### src/rtl/commit_trace_unit_pkg.sv
// commit_trace_unit_pkg: shared constants and trace entry layout for the commit trace unit
package commit_trace_unit_pkg;
    localparam logic [31:0] EBREAK_INSN = 32'h0010_0073;
    localparam int ENTRY_W = 96;
    typedef struct packed {
        logic [31:0] pc;
        logic [31:0] instr;
        logic [31:0] next_pc;
    } trace_entry_t;
endpackage

### src/rtl/commit_trace_unit_trace_fifo.sv
// commit_trace_unit_trace_fifo: single-clock trace FIFO with push/pop, full/empty and a registered-array head
module commit_trace_unit_trace_fifo
    import commit_trace_unit_pkg::*;
#(
    parameter int DEPTH = 16
) (
    input  logic         clk,
    input  logic         rst,
    input  logic         push,
    input  trace_entry_t din,
    input  logic         pop,
    output trace_entry_t head,
    output logic         full,
    output logic         empty
);
    localparam int AW = $clog2(DEPTH);
    logic [AW:0] count;
    logic [AW-1:0] rd_ptr, wr_ptr;
    trace_entry_t mem [DEPTH];
    logic do_push, do_pop;
    assign full = count == (AW+1)'(DEPTH);
    assign empty = count == '0;
    assign do_pop = pop && !empty;
    // a pop in the same cycle frees the slot, so a full FIFO can still accept
    assign do_push = push && (!full || do_pop);
    assign head = empty ? '0 : mem[rd_ptr];
    always_ff @(posedge clk) begin
        if (do_push) mem[wr_ptr] <= din;
    end
    always_ff @(posedge clk) begin
        if (rst) begin
            rd_ptr <= '0;
            wr_ptr <= '0;
            count <= '0;
        end else begin
            if (do_push) wr_ptr <= wr_ptr + 1'b1;
            if (do_pop) rd_ptr <= rd_ptr + 1'b1;
            count <= count + (AW+1)'(do_push) - (AW+1)'(do_pop);
        end
    end
endmodule

### src/rtl/commit_trace_unit.sv
// commit_trace_unit: buffers retired instructions and tracks counters, flow continuity, halt and hang
module commit_trace_unit
    import commit_trace_unit_pkg::*;
#(
    parameter int          DEPTH   = 16,
    parameter int          TIMEOUT = 1024,
    parameter logic [31:0] EBREAK  = EBREAK_INSN
) (
    input  logic        clk,
    input  logic        rst,
    input  logic        commit,
    input  logic [31:0] commit_pc,
    input  logic [31:0] commit_pre_pc,
    input  logic [31:0] instr,
    output logic        trace_valid,
    input  logic        trace_ready,
    output logic [31:0] trace_pc,
    output logic [31:0] trace_instr,
    output logic [31:0] trace_next_pc,
    output logic        trace_drop,
    output logic [63:0] cycle_cnt,
    output logic [63:0] commit_cnt,
    output logic        flow_err,
    output logic [31:0] err_pc,
    output logic        halted,
    output logic        hang
);
    localparam int IW = $clog2(TIMEOUT);
    trace_entry_t head;
    logic full, empty, accept, pop;
    logic have_prev;
    logic [31:0] prev_next;
    logic [IW-1:0] idle;
    assign accept = commit && !halted;
    assign trace_valid = !empty;
    assign pop = trace_valid && trace_ready;
    assign trace_pc = head.pc;
    assign trace_instr = head.instr;
    assign trace_next_pc = head.next_pc;
    commit_trace_unit_trace_fifo #(.DEPTH(DEPTH)) u_fifo (
        .clk   (clk),
        .rst   (rst),
        .push  (accept),
        .din   ('{pc: commit_pc, instr: instr, next_pc: commit_pre_pc}),
        .pop   (pop),
        .head  (head),
        .full  (full),
        .empty (empty)
    );
    always_ff @(posedge clk) begin
        if (rst) begin
            trace_drop <= 1'b0;
            cycle_cnt <= '0;
            commit_cnt <= '0;
            flow_err <= 1'b0;
            err_pc <= '0;
            halted <= 1'b0;
            hang <= 1'b0;
            have_prev <= 1'b0;
            prev_next <= '0;
            idle <= '0;
        end else begin
            if (!halted) cycle_cnt <= cycle_cnt + 64'd1;
            if (accept && full && !pop) trace_drop <= 1'b1;
            if (accept) begin
                commit_cnt <= commit_cnt + 64'd1;
                prev_next <= commit_pre_pc;
                have_prev <= 1'b1;
                idle <= '0;
                if (have_prev && commit_pc != prev_next) begin
                    flow_err <= 1'b1;
                    if (!flow_err) err_pc <= commit_pc;
                end
                if (instr == EBREAK) halted <= 1'b1;
            end else if (!halted) begin
                // idle saturates at TIMEOUT-1 once hang is raised
                if (idle == IW'(TIMEOUT - 1)) hang <= 1'b1;
                else idle <= idle + 1'b1;
            end
        end
    end
endmodule

### config.mk
export PLATFORM = sky130hd
export DESIGN_NAME = commit_trace_unit
export DESIGN_NICKNAME = d
export VERILOG_FILES = /design/src/rtl/commit_trace_unit_pkg.sv /design/src/rtl/commit_trace_unit_trace_fifo.sv /design/src/rtl/commit_trace_unit.sv
export SDC_FILE = /design/constraint.sdc
export NUM_CORES = 2
export LEC_CHECK = 0
export BUFFER_PORTS_ARGS = -buffer_cell sky130_fd_sc_hd__buf_2
export CAP_MARGIN = 0
export CORE_MARGIN = 8
export CORE_UTILIZATION = 30
export CTS_BUF_LIST = sky130_fd_sc_hd__clkbuf_4 sky130_fd_sc_hd__clkbuf_8
export DETAILED_ROUTE_END_ITERATION = 8
export GPL_TIMING_DRIVEN = 0
export PLACE_DENSITY = 0.49
export REMOVE_ABC_BUFFERS = 1
export SLEW_MARGIN = 20
export SYNTH_ARGS = -nofsm -noshare
export SYNTH_HDL_FRONTEND = slang
export SYNTH_SLANG_ARGS = --single-unit
### constraint.sdc
create_clock -name clk -period 10.75 [get_ports clk]
set_input_delay 1.6125 -clock clk [delete_from_list [all_inputs] [get_ports clk]]
set_output_delay 1.6125 -clock clk [all_outputs]
set_load 0.005 [all_outputs]
-- Yosys cells after proc, flatten, opt, wreduce, memory -nomap -nowiden
Memories as Yosys holds them, arrays and structs flattened. A register that Yosys moved wholly into a read port is not among the register bits.
Index checks and enable logic that the tools add are counted.
- flip-flop bits (word level): 220
- RAM bits: 1536
- input bits: 100
- output and inout port bits: 261
- logic and storage cells: 53
- memories kept: 1
- memories (name ; words ; width ; rd ports ; clocked after Yosys merged registers in ; wr ports ; line ; RTL):
    u_fifo.mem ; 16 ; 96 ; 1 ; 1 ; 1 ; commit_trace_unit_trace_fifo.sv:19 ; trace_entry_t mem [DEPTH];
- add/sub/neg operators: 7
- equal/unequal tests: 4
- multiplexer cells: 5
- bitwise gates (word level): 4
- reduce and logical (&&, ||, !) cells: 19
- operators by type and width (kind ; number):
    $add A64 B1 Y64 const B ; 2
    $mux W96 ; 1
    $eq A32 B21 Y1 const B ; 1
    $ne A32 B32 Y1 ; 1
    $add A10 B1 Y10 const B ; 1
    $eq A10 B10 Y1 const B ; 1
    $add A4 B1 Y4 const B ; 2
    $mux W4 ; 2
    $logic_and A1 B1 Y1 ; 7
    $reduce_and A2 Y1 ; 3
    $reduce_and A3 Y1 ; 2
    $add A5 B1 Y5 ; 1
    $eq A5 B5 Y1 const B ; 1
    $logic_not A5 Y1 ; 1
    $sub A5 B1 Y5 ; 1
    $logic_not A1 Y1 ; 4
    $not A1 Y1 ; 4
    $mux W1 ; 2
    $reduce_or A2 Y1 ; 1
    $logic_or A1 B1 Y1 ; 1

-- Depth between registers and ports, before layout
- depth in word-level cells: 8
- gate-level depth with buffers: 12
- gate-level depth less buffers: 12

-- Cells and area by module
From an unflattened synthesis, not the netlist that was laid out.
- cells, all modules: 3579
- area, all modules: 68758.4 um2
- modules (own cells, without submodules) (module ; times used ; cells each ; area each (um2) ; sequential area each (um2)):
    commit_trace_unit_trace_fifo ; 1 ; 2479 ; 59246.8 ; 46464.6
    commit_trace_unit ; 1 ; 1100 ; 9511.6 ; 4144.0

-- Least setup slack after synthesis
No wires, ideal clock.
- path kind: input port to flip-flop
- from: input commit
- to: memory u_fifo.mem[3][0] in the netlist's numbering (enable)
- setup time: 668 ps
- arrival: 9091 ps
- data required time: 10082 ps
- path slack: 991 ps
- stages on the path: 5
- cells stage by stage: nand2b_1 clkbuf_1 a41oi_1 nand2_1 nor3_1
- cells in the longest elaborated chain, start to end: 4
- ends and longest elaborated chain (element ; line ; RTL):
    from (decl) ; commit_trace_unit.sv:11 ; input logic commit,
    $logic_and A1 B1 Y1 ; commit_trace_unit.sv:34 ; assign accept = commit && !halted;
    $logic_and A1 B1 Y1 ; commit_trace_unit_trace_fifo.sv:25 ; assign do_push = push && (!full || do_pop);
    $mux W1 ; commit_trace_unit_trace_fifo.sv:28 ; if (do_push) mem[wr_ptr] <= din;
    $mux W1 (implied by the code) ; commit_trace_unit_trace_fifo.sv:28 ;
    to (decl) ; commit_trace_unit_trace_fifo.sv:19 ;
Every way passes these cells.

==> impl_metrics.ini <==
[finish]
regArea_um2 = 50620
final_area_um2 = 83920
area_growth_pct = 22.57
utilization = 0.3696
final_nets = 4301
drive_above_1_share = 0.3657
multi_input_area_um2 = 17200
fill_cells = 20992

[power_and_ir_drop]
powerDensity_nw_per_um2 = 206.5
clockPowerShare = 0.368
p_seq_frac = 0.442
combPwrFrac = 0.190
power.switching_mw = 4.467
swShare = 0.2577
p_int_mw = 12.87
ir_drop_mv = 0.1104
p_leak_nw = 26.99
power_mw = 17.33

[setup_path]
critPathMaxFanout = 31
crit_path_frequent_cell = buf_16
path_cells = buf_16, buf_16, buf_16, buf_12, buf_16, buf_16, mux4_2, mux4_2, and2_1, buf_2
crit_type = flip-flop to primary output
worstPathArrival_ps = 4610
critical-path-slowest-cell = mux4_2
path_buf_inv = 7
cp.required_ps = 9140
cp_top_family = buffers and inverters
start_kind = flip-flop
cp-end-kind = primary output
max_stage_delay_ps = 560

[global_routing]
overflow = 0
grt_pass1_wl_um = 274100
grt_util_all_layers = 0.1527
grt_pass1_vias = 38083
antenna_found_initial = 44
grt_start_max_net_pins = 108

[synthesis]
ys_seq_area_frac = 0.7392
yosys_register_bits = 1760
ys.flop_type = edfxtp_1
netlist_instances = 3462
synthArstFlopShare = 0
postSynthAreaPerCell_um2 = 19.78
ys_warn_count = 0
netlist_area_um2 = 68470
synth_edf_count = 1536
synth.distinct_cells = 44

[timing]
rsz0062_at_grt = false
fin_crit_sh = 0.5791
max_freq_ghz = 0.1606
min_period_ps = 6225
finalSetupViolCount = 0
final_hold_viol_count = 0
skew_ps = 109.5
finalSetupTns_ps = 0
worstMarginPinSlew_ps = 1154
relSlewSlack = 0.2202
holdWs_ps = 466.6
maxSlewViolCount = 0

[floorplanning]
boundaryPins = 361
row_count = 175
chipHeight_um = 493.7
design.core.area_um2 = 227100
dieWidth_um = 493.7
start_util = 0.3015
die_area_um2 = 243800

[cts]
ctsRootBufferMaster = clkbuf_8
htree_levels = 5
clock_tree.buffer_depth = 4
clkTransAtPathRegs_ps = 60
cts_resized = 0
clock_latency_ps = 1020
cts.sinks = 1760
cts_tree = done
ctsHoldBuffers = 0
cts_inserted_buffers = 325
post-cts-setup-buffer-count = 0

[placement]
numPortBuffers = 360
placed_cell_area_um2 = 77480
finalWeightedCongestion = 0.7391
place_hpwl_um = 125200

[route]
wl_per_cell_um = 25.62
first_pass_iters = 5
vias_per_cell = 4.871
ant_nets = 0
num_vias = 36251
wirelength_um = 190700
drc = 0
drt-initial-drc-count = 2723

[job]
maxCapViolations = 0

[run_status]
status = complete, no violations

[worst_hold_path]
hp-class = flip-flop to flip-flop
[kinds of logic after synthesis]
group           count (synthesis)  synth area share
xor+xnor                      108           0.01382
fa+ha+maj                      15          0.002851
buf+inv                       202           0.01184
flops                        1760            0.7392
simple gates                  679           0.05453
mux                           515            0.1630
compound gates                183           0.01478
[worst min-delay path: cells and delay by family (launching register included)]
kind,cells,cell delay (ps)
and+or+nand+nor,1,50
AOI/OAI and AO/OA,1,50
DFF,1,320
[routing by layer]
layer | track usage | vias to the layer above | wire length (um) | part of all wire
met1 | 0.2032 | 19099 | 82260 | 0.43
met2 | 0.2424 | 1133 | 88790 | 0.47
met5 | 0 | - | 211 | 0.0011
met3 | 0.05045 | 348 | 15180 | 0.080
met4 | 0.03761 | 32 | 4205 | 0.022
li1 | - | 15639 | - | -
[layout by cell type (no fill, tap or decap), types with 9 or more instances in the layout]
cell	Yosys	final
clkinv_2	0	27
or3_1	37	37
nand3_1	45	44
ha_1	14	14
clkbuf_8	0	360
or4_1	32	32
nor2_4	0	12
o31ai_1	25	25
clkinv_1	0	42
and4_1	9	9
nand2_1	126	126
xnor2_1	58	58
nor3_1	16	11
inv_1	24	24
diode_2	0	11
edfxtp_1	1536	1536
nand4_1	62	62
xor2_1	50	50
mux2i_1	35	35
and2_1	104	104
dfxtp_1	224	219
buf_2	42	359
o21ai_0	42	42
clkbuf_4	0	121
buf_4	0	61
a21oi_1	106	106
nand2b_1	68	67
buf_6	0	24
nor2_1	120	108
buf_16	0	89
buf_12	0	41
and3_1	17	17
nor4_1	14	14
mux4_2	480	480
[cell type report]
cell class / count / share of cell area
Sequential cell: 1760 / 0.6033
Multi-Input combinational cell: 1500 / 0.2050
Clock buffer: 481 / 0.06987
Timing Repair Buffer: 575 / 0.06924
Tap cell: 3009 / 0.04486
Clock inverter: 82 / 0.006366
Inverter: 24 / 0.001074
Antenna cell: 11 / 0.0003280
[sequential cells by signal (all words and copies together), names as in the netlist, 4 cells and up, named ones only]
register	flops
u_fifo.mem	1536
commit_cnt	64
cycle_cnt	64
err_pc	32
prev_next	32
idle	10
u_fifo.count	5
u_fifo.rd_ptr	4
u_fifo.wr_ptr	4
[power by group through the flow]
stage               clock network (mW)  logic (mW)  registers, mW
floorplan                            0        2.72           8.13
global route                      6.87        3.57           7.67
finish                            6.38        3.30           7.66
detailed placement                   0        3.42           7.80
CTS                               6.59        3.43           7.66
global placement                     0        3.80           8.28
[through the flow]
step / worst slack (ps) / std cells
finish: 4525 / 7442
global route: 4160 / 7433
CTS: 4265 / 7430
detailed placement: 5292 / 6867
global placement: -17140 / 6653
floorplan: -7828 / 3284
[worst paths after layout]
kind	from	to	slack, ps	cells after the start
setup / recovery	flip-flop	trace_instr[20]	4530	10
hold / removal	prev_next[25]	prev_next[25]	470	2
setup reg to reg	halted	u_fifo.mem[15][57]	6440	9
hold reg to reg	prev_next[25]	prev_next[25]	470	2
[cell usage after synthesis, types with 13 or more instances]
cell type | n | area (um2)
a21oi_1 | 106 | 530.5
and2_1 | 104 | 650.6
and3_1 | 17 | 106.4
buf_1 | 13 | 48.80
buf_2 | 42 | 210.2
clkbuf_1 | 123 | 461.7
dfxtp_1 | 224 | 4484
edfxtp_1 | 1536 | 46120
ha_1 | 14 | 175.2
inv_1 | 24 | 90.09
mux2i_1 | 35 | 350.3
mux4_2 | 480 | 10810
nand2_1 | 126 | 473.0
nand2b_1 | 68 | 425.4
nand3_1 | 45 | 225.2
nand4_1 | 62 | 387.9
nor2_1 | 120 | 450.4
nor3_1 | 16 | 80.08
nor4_1 | 14 | 87.58
o21ai_0 | 42 | 210.2
o31ai_1 | 25 | 187.7
or3_1 | 37 | 231.5
or4_1 | 32 | 240.2
xnor2_1 | 58 | 508.0
xor2_1 | 50 | 437.9
No activity file was read; power rests on OpenSTA's default activity.
